<file path="config.mk">
export PLATFORM = sky130hd
export DESIGN_NAME = core_sram_arb
export DESIGN_NICKNAME = d
export VERILOG_FILES = /design/src/rtl/core_sram_arb.sv
export SDC_FILE = /design/constraint.sdc
export NUM_CORES = 1
export LEC_CHECK = 0
export BUFFER_PORTS_ARGS = -buffer_cell sky130_fd_sc_hd__buf_2
export CAP_MARGIN = 20
export CORE_AREA = 2 2 97 99
export CTS_BUF_LIST = sky130_fd_sc_hd__clkbuf_4
export DETAILED_ROUTE_END_ITERATION = 8
export DIE_AREA = 0 0 99 101
export GPL_TIMING_DRIVEN = 0
export PLACE_DENSITY = 0.56
export SETUP_SLACK_MARGIN = 0.05
export SLEW_MARGIN = 0
export SYNTH_ARGS = -nofsm -noshare
export SYNTH_HDL_FRONTEND = slang
export SYNTH_SLANG_ARGS = --single-unit
</file>
<file path="constraint.sdc">
create_clock -name clk_i -period 1.25 [get_ports clk_i]
set_clock_uncertainty 0.05 [all_clocks]
set_input_delay 0 -clock clk_i [delete_from_list [all_inputs] [get_ports clk_i]]
set_output_delay 0 -clock clk_i [all_outputs]
set_load 0.05 [all_outputs]
</file>
<file path="src/rtl/core_sram_arb.sv">
// Round-robin arbiter sharing one single-port core SRAM bank between the core
// data port (OBI-style) and the Wishbone host path, with fixed one-cycle latency.
module core_sram_arb #(
    parameter int AW = 10
) (
    input  logic          clk_i,
    input  logic          rst_ni,
    input  logic          core_req_i,
    input  logic [AW-1:0] core_addr_i,
    input  logic          core_we_i,
    input  logic [3:0]    core_be_i,
    input  logic [31:0]   core_wdata_i,
    output logic          core_gnt_o,
    output logic          core_rvalid_o,
    output logic [31:0]   core_rdata_o,
    input  logic          wb_cyc_i,
    input  logic          wb_stb_i,
    input  logic [AW-1:0] wb_addr_i,
    input  logic          wb_we_i,
    input  logic [3:0]    wb_sel_i,
    input  logic [31:0]   wb_wdata_i,
    output logic          wb_ack_o,
    output logic [31:0]   wb_rdata_o,
    output logic          sram_csb_o,
    output logic          sram_web_o,
    output logic [3:0]    sram_wmask_o,
    output logic [AW-1:0] sram_addr_o,
    output logic [31:0]   sram_din_o,
    input  logic [31:0]   sram_dout_i
);

    typedef enum logic [1:0] {
        OWN_NONE = 2'd0,
        OWN_CORE = 2'd1,
        OWN_WB   = 2'd2
    } owner_e;

    owner_e resp_owner_q, resp_owner_d;
    logic   wb_pend_q, wb_pend_d;
    logic   last_wb_q, last_wb_d;   // 1: WB was granted most recently
    logic   core_elig, wb_elig;
    logic   core_win, wb_win;

    // Issue is suppressed while reset is held so the macro never sees a stray access.
    always_comb begin
        core_elig = core_req_i;
        wb_elig   = wb_cyc_i & wb_stb_i & ~wb_pend_q;
        core_win  = 1'b0;
        wb_win    = 1'b0;
        if (rst_ni) begin
            if (core_elig && wb_elig) begin
                core_win = last_wb_q;
                wb_win   = ~last_wb_q;
            end else begin
                core_win = core_elig;
                wb_win   = wb_elig;
            end
        end
    end

    always_comb begin
        sram_csb_o   = 1'b1;
        sram_web_o   = 1'b1;
        sram_wmask_o = 4'h0;
        sram_addr_o  = '0;
        sram_din_o   = 32'h0;
        core_gnt_o   = 1'b0;
        if (core_win) begin
            sram_csb_o   = 1'b0;
            sram_web_o   = ~core_we_i;
            sram_wmask_o = core_be_i;
            sram_addr_o  = core_addr_i;
            sram_din_o   = core_wdata_i;
            core_gnt_o   = 1'b1;
        end else if (wb_win) begin
            sram_csb_o   = 1'b0;
            sram_web_o   = ~wb_we_i;
            sram_wmask_o = wb_sel_i;
            sram_addr_o  = wb_addr_i;
            sram_din_o   = wb_wdata_i;
        end
    end

    always_comb begin
        core_rvalid_o = 1'b0;
        core_rdata_o  = 32'h0;
        wb_ack_o      = 1'b0;
        wb_rdata_o    = 32'h0;
        if (resp_owner_q == OWN_CORE) begin
            core_rvalid_o = 1'b1;
            core_rdata_o  = sram_dout_i;
        end else if (resp_owner_q == OWN_WB) begin
            wb_ack_o   = 1'b1;
            wb_rdata_o = sram_dout_i;
        end
    end

    always_comb begin
        resp_owner_d = OWN_NONE;
        wb_pend_d    = wb_pend_q;
        last_wb_d    = last_wb_q;
        if (resp_owner_q == OWN_WB) begin
            wb_pend_d = 1'b0;
        end
        if (core_win) begin
            resp_owner_d = OWN_CORE;
            last_wb_d    = 1'b0;
        end else if (wb_win) begin
            resp_owner_d = OWN_WB;
            wb_pend_d    = 1'b1;
            last_wb_d    = 1'b1;
        end
    end

    always_ff @(posedge clk_i or negedge rst_ni) begin
        if (!rst_ni) begin
            resp_owner_q <= OWN_NONE;
            wb_pend_q    <= 1'b0;
            last_wb_q    <= 1'b1;
        end else begin
            resp_owner_q <= resp_owner_d;
            wb_pend_q    <= wb_pend_d;
            last_wb_q    <= last_wb_d;
        end
    end

endmodule
</file>
==> results.ini, run 1 <==
[yosys]
yosys.area.top_type = a22o_1
synth.net_count = 275
synthesis.instances = 144
synth.top_cell.area_share = 0.359
synth_edf_count = 0
synthArstFlopShare = 1.00
synth_commonest_cells = and2_1, a22o_1, buf_6, clkbuf_1, dfrtp_1
yosysWarnings = 0
avgSynthCellArea_um2 = 7.79
ys.flop_type = dfrtp_1
synth.most_common_cell = and2_1
seq_area_frac_synth = 0.0903
syn-cell-area_um2 = 1120
synthDistinctLibCells = 16
netlist_top_cells_area = a22o_1, and2_1, buf_6
synth-seq-cells = 4

[placed_design]
dp_hpwl_um = 6140
place_ws_ps = -427
place_congestion = 0.759
portBuffers = 245
placed_area_um2 = 2990

[run]
drv_cap = 0

[timing]
finalSetupViolCount = 118
max_freq_mhz = 576
tightest_slew_ps = 244
hold_violations = 0
fin_ws_ps = -487
finalCritPeriodShare = 1.39
slew_viol_final = 0
period_needed_ps = 1740
rsz0062_at_grt = true
max_slew_margin = 0.837
setup_tns_ps = -36970

[route]
ant_nets = 0
drc = 0
wl_per_cell_um = 16.8
drtPass1Iterations = 4
dr.first_iter.drc_count = 17
totalWireLength_um = 8870
vias_per_cell = 4.34
vias = 2291

[clock_network]
numCtsBuffers = 3
insertion_delay_ps = 240
cts_tree = yes
cts.sinks = 4
clock_path_buffers = 2
cts_root_buf = clkbuf_4
htreeDepth = 1
cts.reportedPaths.clkPinSlew_ps = 40

[setup_path]
reg2reg_setup_slack_ps = -220
crit_cells = 6
worstSetupPathType = flop to output pin
cp_num_buf_inv = 3
reg2regPathDepth = 6
path_cells = nand2_1 > and3_4 > buf_12 > buf_12 > a22o_4 > buf_8
cp-end-kind = output pin
worstReg2RegStart = last_wb_q
crit_path_start_kind = flop
crit_path_end = sram_addr_o[2]
critPathLaunch = last_wb_q
required_ps = 1200
critPathMaxStageDelay_ps = 540
critPathSlowestCell = dfstp_2
crit_family = flip-flops
crit_top_cell = buf_12
crit_arrival_ps = 1690
crit_fanout = 10
timing.rr.end = wb_pend_q

[pwr]
p_clk_frac = 0.060
vdd_drop_max_mv = 0.361
pwr-share-seq = 0.055
leakage_nw = 2.41
p_per_area_nw_per_um2 = 736
power.internal_mw = 1.74
swShare = 0.486
switching_power_mw = 1.65
combPwrFrac = 0.885

[layout]
n_fill_cell = 771
drive_gt1_frac = 0.976
nets = 549
insertedDiodeCount = 0
fin_area_um2 = 4600
multiInputGateArea_um2 = 1470
area_growth_pct = 310
regArea_um2 = 101

[grt]
grt_pass1_wl_um = 12200
grt_antenna_before_repair = 0
grt_util_all_layers = 0.152
grt_overflow = 0
grt_pass1_vias = 2336
grt_max_degree = 12

[floorplanning]
core-area_um2 = 8980
chipHeight_um = 101
io_pins = 246
initial_core_util = 0.125
rows = 35
die_w_um = 99
fp.dieArea_um2 = 10000

[outcome]
status = finished with violations
failed_checks = negative setup slack

[hold_path]
hold_class = input port to flop

==> worst min-delay path, delay by kind of cell <==
family / cells / cell delay (ps)
buf+inv: 1 / 120
simple gates: 1 / 90
compound gates: 1 / 120
==> power by group through the flow <==
stage               registers (mW)  logic, mW  clock network [mW]
floorplan                    0.181       1.57                   0
finish                       0.186       3.00               0.202
global route                 0.191       3.11               0.219
global placement             0.183       2.10                   0
detailed placement           0.185       2.11                   0
CTS                          0.185       2.78               0.218
==> metrics by stage <==
stage,hold slack (ps),power [mW],util,instances
floorplan,-346,1.75,-,144
global placement,-229,2.28,0.333,500
detailed placement,-226,2.29,0.333,500
CTS,58.0,3.18,0.479,519
global route,102,3.52,0.513,528
finish,79.0,3.39,0.513,528
==> layer usage <==
metal,vias up,GRT usage,routed length [um]
met1,1065,0.161,2910
met4,0,0.0327,97
li1,1068,-,-
met2,152,0.306,5090
met5,-,0,0
met3,6,0.0305,772
==> sequential cells by signal, summed over array words and instances, names as in the netlist <==
name / flops
last_wb_q: 1
wb_pend_q: 1
resp_owner_q: 2
==> logic make-up (layout without fill, tap and decap cells) <==
kind of cell / after synthesis / in the layout / share of synthesized area
and+or+nand+nor: 70 / 70 / 0.388
buffers and inverters: 19 / 292 / 0.126
AOI/OAI and AO/OA: 51 / 51 / 0.396
DFF: 4 / 4 / 0.0903
==> worst min path at each step <==
| stage | start | to | cells past startpoint |
|---|---|---|---|
| 6_report | core_req_i | last_wb_q | 3 |
| 5_1_grt | core_req_i | last_wb_q | 3 |
| 4_1_cts | core_req_i | last_wb_q | 3 |
| 3_5_place_dp | rst_ni | resp_owner_q[0] | 1 |
| 3_3_place_gp | rst_ni | wb_pend_q | 1 |
| 2_1_floorplan | rst_ni | resp_owner_q[0] | 0 |
==> timing repair <==
item | in CTS | in global routing
endpoints found under the setup margin | 118 | 119
buffers inserted | 9 | 11
cloned | 5 | 2
pin swaps | 40 | 11
hold buffers | 1 | 0
resized for setup | 342 | 77
hold endpoints to repair | 4 | 0
==> final cells by class <==
cell class,instances,share of cell area
clock buffer,4,0.00652
inverter,2,0.00163
sequential,4,0.0220
tap,111,0.0302
buffer,16,0.0554
multi-input combinational,121,0.319
timing repair buffer,270,0.565
==> placed cells by master (no fill, tap or decap) <==
cell type / n
a21o_1: 2
a21oi_2: 1
a22o_4: 46
a22oi_2: 1
and2_4: 64
and3_4: 1
and3b_2: 1
buf_12: 8
buf_16: 1
buf_2: 130
buf_4: 5
buf_6: 44
buf_8: 95
clkbuf_16: 2
clkbuf_4: 4
dfrtp_1: 3
dfstp_2: 1
dlygate4sd3_1: 1
inv_1: 2
nand2_1: 2
nor2b_4: 2
o21ai_2: 1
(Power assumes the default switching activity.)
==> run 2: changes to the inputs <==
--- a/config.mk
+++ b/config.mk
@@ -5,14 +5,15 @@
 export SDC_FILE = /design/constraint.sdc
 export NUM_CORES = 1
 export LEC_CHECK = 0
+export ABC_AREA = 1
 export BUFFER_PORTS_ARGS = -buffer_cell sky130_fd_sc_hd__buf_2
 export CAP_MARGIN = 20
-export CORE_AREA = 2 2 97 99
+export CORE_AREA = 2 2 96 98
 export CTS_BUF_LIST = sky130_fd_sc_hd__clkbuf_4
 export DETAILED_ROUTE_END_ITERATION = 8
-export DIE_AREA = 0 0 99 101
+export DIE_AREA = 0 0 98 100
 export GPL_TIMING_DRIVEN = 0
-export PLACE_DENSITY = 0.56
+export PLACE_DENSITY = 0.59
 export SETUP_SLACK_MARGIN = 0.05
 export SLEW_MARGIN = 0
 export SYNTH_ARGS = -nofsm -noshare
==> results.ini, run 2 <==
[clock_network]
numCtsBuffers = 3  ; unchanged
cts_tree = yes
cts_root_buf = clkbuf_4
cts.sinks = 4  ; unchanged
insertion_delay_ps = 240  ; about the same
cts.reportedPaths.clkPinSlew_ps = 40  ; about the same
htreeDepth = 1  ; unchanged
clock_path_buffers = 2  ; unchanged

[pwr]
power_mw = 3.80  ; +12%
leakage_nw = 2.76  ; +15%
vdd_drop_max_mv = 0.371  ; +2.7%
p_per_area_nw_per_um2 = 676  ; -8.1%

[route]
drtPass1Iterations = 4  ; unchanged
vias = 2950  ; +29%
vias_per_cell = 4.37  ; +0.72%
ant_nets = 0  ; unchanged
dr.first_iter.drc_count = 16  ; -1
totalWireLength_um = 9800  ; +10%
wl_per_cell_um = 14.5  ; -14%
drc = 0  ; unchanged

[layout]
nets = 696  ; +27%
regArea_um2 = 101  ; unchanged
stdcell_count = 675  ; +28%
top_register = resp_owner_q
final_common_cell = buf_2
area_growth_pct = 338
final_cell_mix = buf_2, buf_6, nor2_4, buf_8, nand2_4
multiInputGateArea_um2 = 2220  ; +51%
drive_gt1_frac = 0.856  ; -0.120
insertedDiodeCount = 0  ; unchanged
reg.largest.list = resp_owner_q x2, last_wb_q x1, wb_pend_q x1
n_fill_cell = 685  ; -11%
largest_reg_flops = 2  ; unchanged
fin_area_um2 = 5630  ; +22%

[yosys]
synth_commonest_cells = nand2_1, nor2_1, nand3_1, inv_1
syn-cell-area_um2 = 1290  ; +15%
avgSynthCellArea_um2 = 4.50  ; -42%
synthDistinctLibCells = 17  ; +1
synth_simple_gate_area_frac = 0.686  ; +0.298
synth_edf_count = 0  ; unchanged
synth.most_common_cell = nand2_1
synthXorXnorAreaFrac = 0  ; unchanged
synth-seq-cells = 4  ; unchanged
ys.flop_type = dfrtp_1
netlist_top_cells_area = nand2_1, nor2_1, nand3_1
synth_top_family_by_area = simple AND/OR/NAND/NOR gates
synth.top_cell.area_share = 0.295  ; -0.0642
seq_area_frac_synth = 0.0788  ; -0.0115
synthesis.instances = 286  ; +99%
synth_fa_ha_area_frac = 0  ; unchanged
synth.net_count = 417  ; +52%
yosys.area.top_type = nand2_1
synthMuxAreaShare = 0  ; unchanged
synth_compound_area_frac = 0.0107  ; -0.385
synthArstFlopShare = 1.00  ; unchanged
yosysWarnings = 0  ; unchanged

[grt]
grt_overflow = 0  ; unchanged
grt_pass1_wl_um = 15200  ; +24%
grt_antenna_before_repair = 0  ; unchanged
grt_max_degree = 11  ; -1
grt_util_all_layers = 0.187  ; +0.0349
grt_pass1_vias = 3163  ; +35%

[timing]
max_freq_mhz = 619  ; +7.5%
slew_viol_final = 0  ; unchanged
setup_tns_ps = -30660  ; +6310 ps
finalSetupViolCount = 114  ; -3.4%
tightest_slew_ps = 462  ; +218 ps
period_needed_ps = 1620  ; -121 ps
finalCritPeriodShare = 1.29  ; -0.0968
fin_ws_ps = -366  ; +121 ps
hold_violations = 0  ; unchanged
max_slew_margin = 0.692  ; -0.145
rsz0062_at_grt = true
timing.hold.ws_ps = 108  ; +29.3 ps

[setup_path]
cp_num_buf_inv = 4  ; +1
path_cells = a21oi_2 > nand2_2 > inv_2 > buf_12 > clkbuf_16 > nand2_4 > nand2_8 > buf_8
crit_path_start_kind = flop
worstSetupPathType = flop to output pin
crit_fanout = 11  ; +1
crit_arrival_ps = 1570  ; -120 ps
critPathMaxStageDelay_ps = 540  ; about the same
critPathSlowestCell = dfstp_2
cp-end-kind = output pin
required_ps = 1200  ; about the same
crit_family = flip-flops

[placed_design]
placed_area_um2 = 3970  ; +33%
portBuffers = 245  ; unchanged
dp.cells = 642  ; +28%
place_congestion = 0.758  ; -0.17%
dp_hpwl_um = 7110  ; +16%

[floorplanning]
die_w_um = 98  ; -1.0%
fp.dieArea_um2 = 9800  ; -2.0%
initial_core_util = 0.145  ; +0.0197
chipHeight_um = 100  ; -0.99%
core-area_um2 = 8890  ; -0.98%
io_pins = 246  ; unchanged
rows = 35  ; unchanged

[outcome]
status = finished with violations
failed_checks = negative setup slack

[hold_path]
hold_class = input port to asynchronous set/reset pin

[run]
drv_cap = 0  ; unchanged

## run 2: cell count changes after synthesis, moves of 2 or more
cell and change:
and2_1 -64, a21o_1 -2, buf_1 +5, nor2_1 +66, nand3_1 +47, inv_1 +39, a22o_1 -46, nor2b_1 -2
buf_6 -3, nand2_1 +99
## run 2: stage by stage
step           setup slack [ps]  utilization
2_1_floorplan              -163            -
3_3_place_gp               -464        0.446
3_5_place_dp               -482        0.446
4_1_cts                    -377        0.599
5_1_grt                    -431        0.633
6_report                   -366        0.633
## run 2: cell families after synthesis
| group | count (synthesis) |
|---|---|
| AO/OA/AOI/OAI | 2 |
| buffers and inverters | 63 |
| flip-flops | 4 |
| AND/OR/NAND/NOR | 217 |
## run 2: area by class of cell
| class | instances | share of cell area |
|---|---|---|
| Timing Repair Buffer | 275 | 0.470 |
| Multi-Input combinational cell | 219 | 0.395 |
| Buffer | 20 | 0.0556 |
| Inverter | 42 | 0.0311 |
| Tap cell | 111 | 0.0247 |
| Sequential cell | 4 | 0.0180 |
| Clock buffer | 4 | 0.00534 |
## run 2: final timing paths
check                      startpoint  slack [ps]               to  cells after the start
min                            rst_ni         110  resp_owner_q[0]                      2
min in group clk_i         core_req_i         140        wb_pend_q                      5
max reg2reg                 wb_pend_q        -180  resp_owner_q[0]                      8
max in group asynchronous      rst_ni         800        last_wb_q                      2
min reg2reg                 wb_pend_q         480        wb_pend_q                      2
max                         last_wb_q        -370   sram_din_o[27]                      8
## run 2: worst reg2reg max path, delay by kind of cell (launching register included)
kind,cells,cell delay [ps]
flops,1,390
simple gates,3,260
buf+inv,5,630
## run 2: where the power goes
part / internal (mW) / total [mW] / switching [mW]
sequential: 0.167 / 0.195 / 0.0287
combinational: 1.43 / 3.41 / 1.98
clock: 0.142 / 0.201 / 0.0593
total: 1.74 / 3.80 / 2.07
## run 2: timing repair
| item | CTS | global route |
|---|---|---|
| endpoints found under the setup margin | 113 | 117 |
| hold buffers | 1 | 0 |
| endpoints found under the hold margin | 4 | 0 |
| buffers inserted | 16 | 7 |
| pin swaps | 13 | 15 |
| gates cloned | 9 | 1 |
| gates resized for setup | 290 | 81 |
## run 2: layer usage
| metal | global-route usage | share of wire | vias to the layer above |
|---|---|---|---|
| met5 | 0 | 0 | - |
| met4 | 0.0353 | 0.0081 | 0 |
| met3 | 0.0529 | 0.097 | 8 |
| met2 | 0.374 | 0.56 | 162 |
| met1 | 0.193 | 0.34 | 1359 |
| li1 | - | - | 1421 |
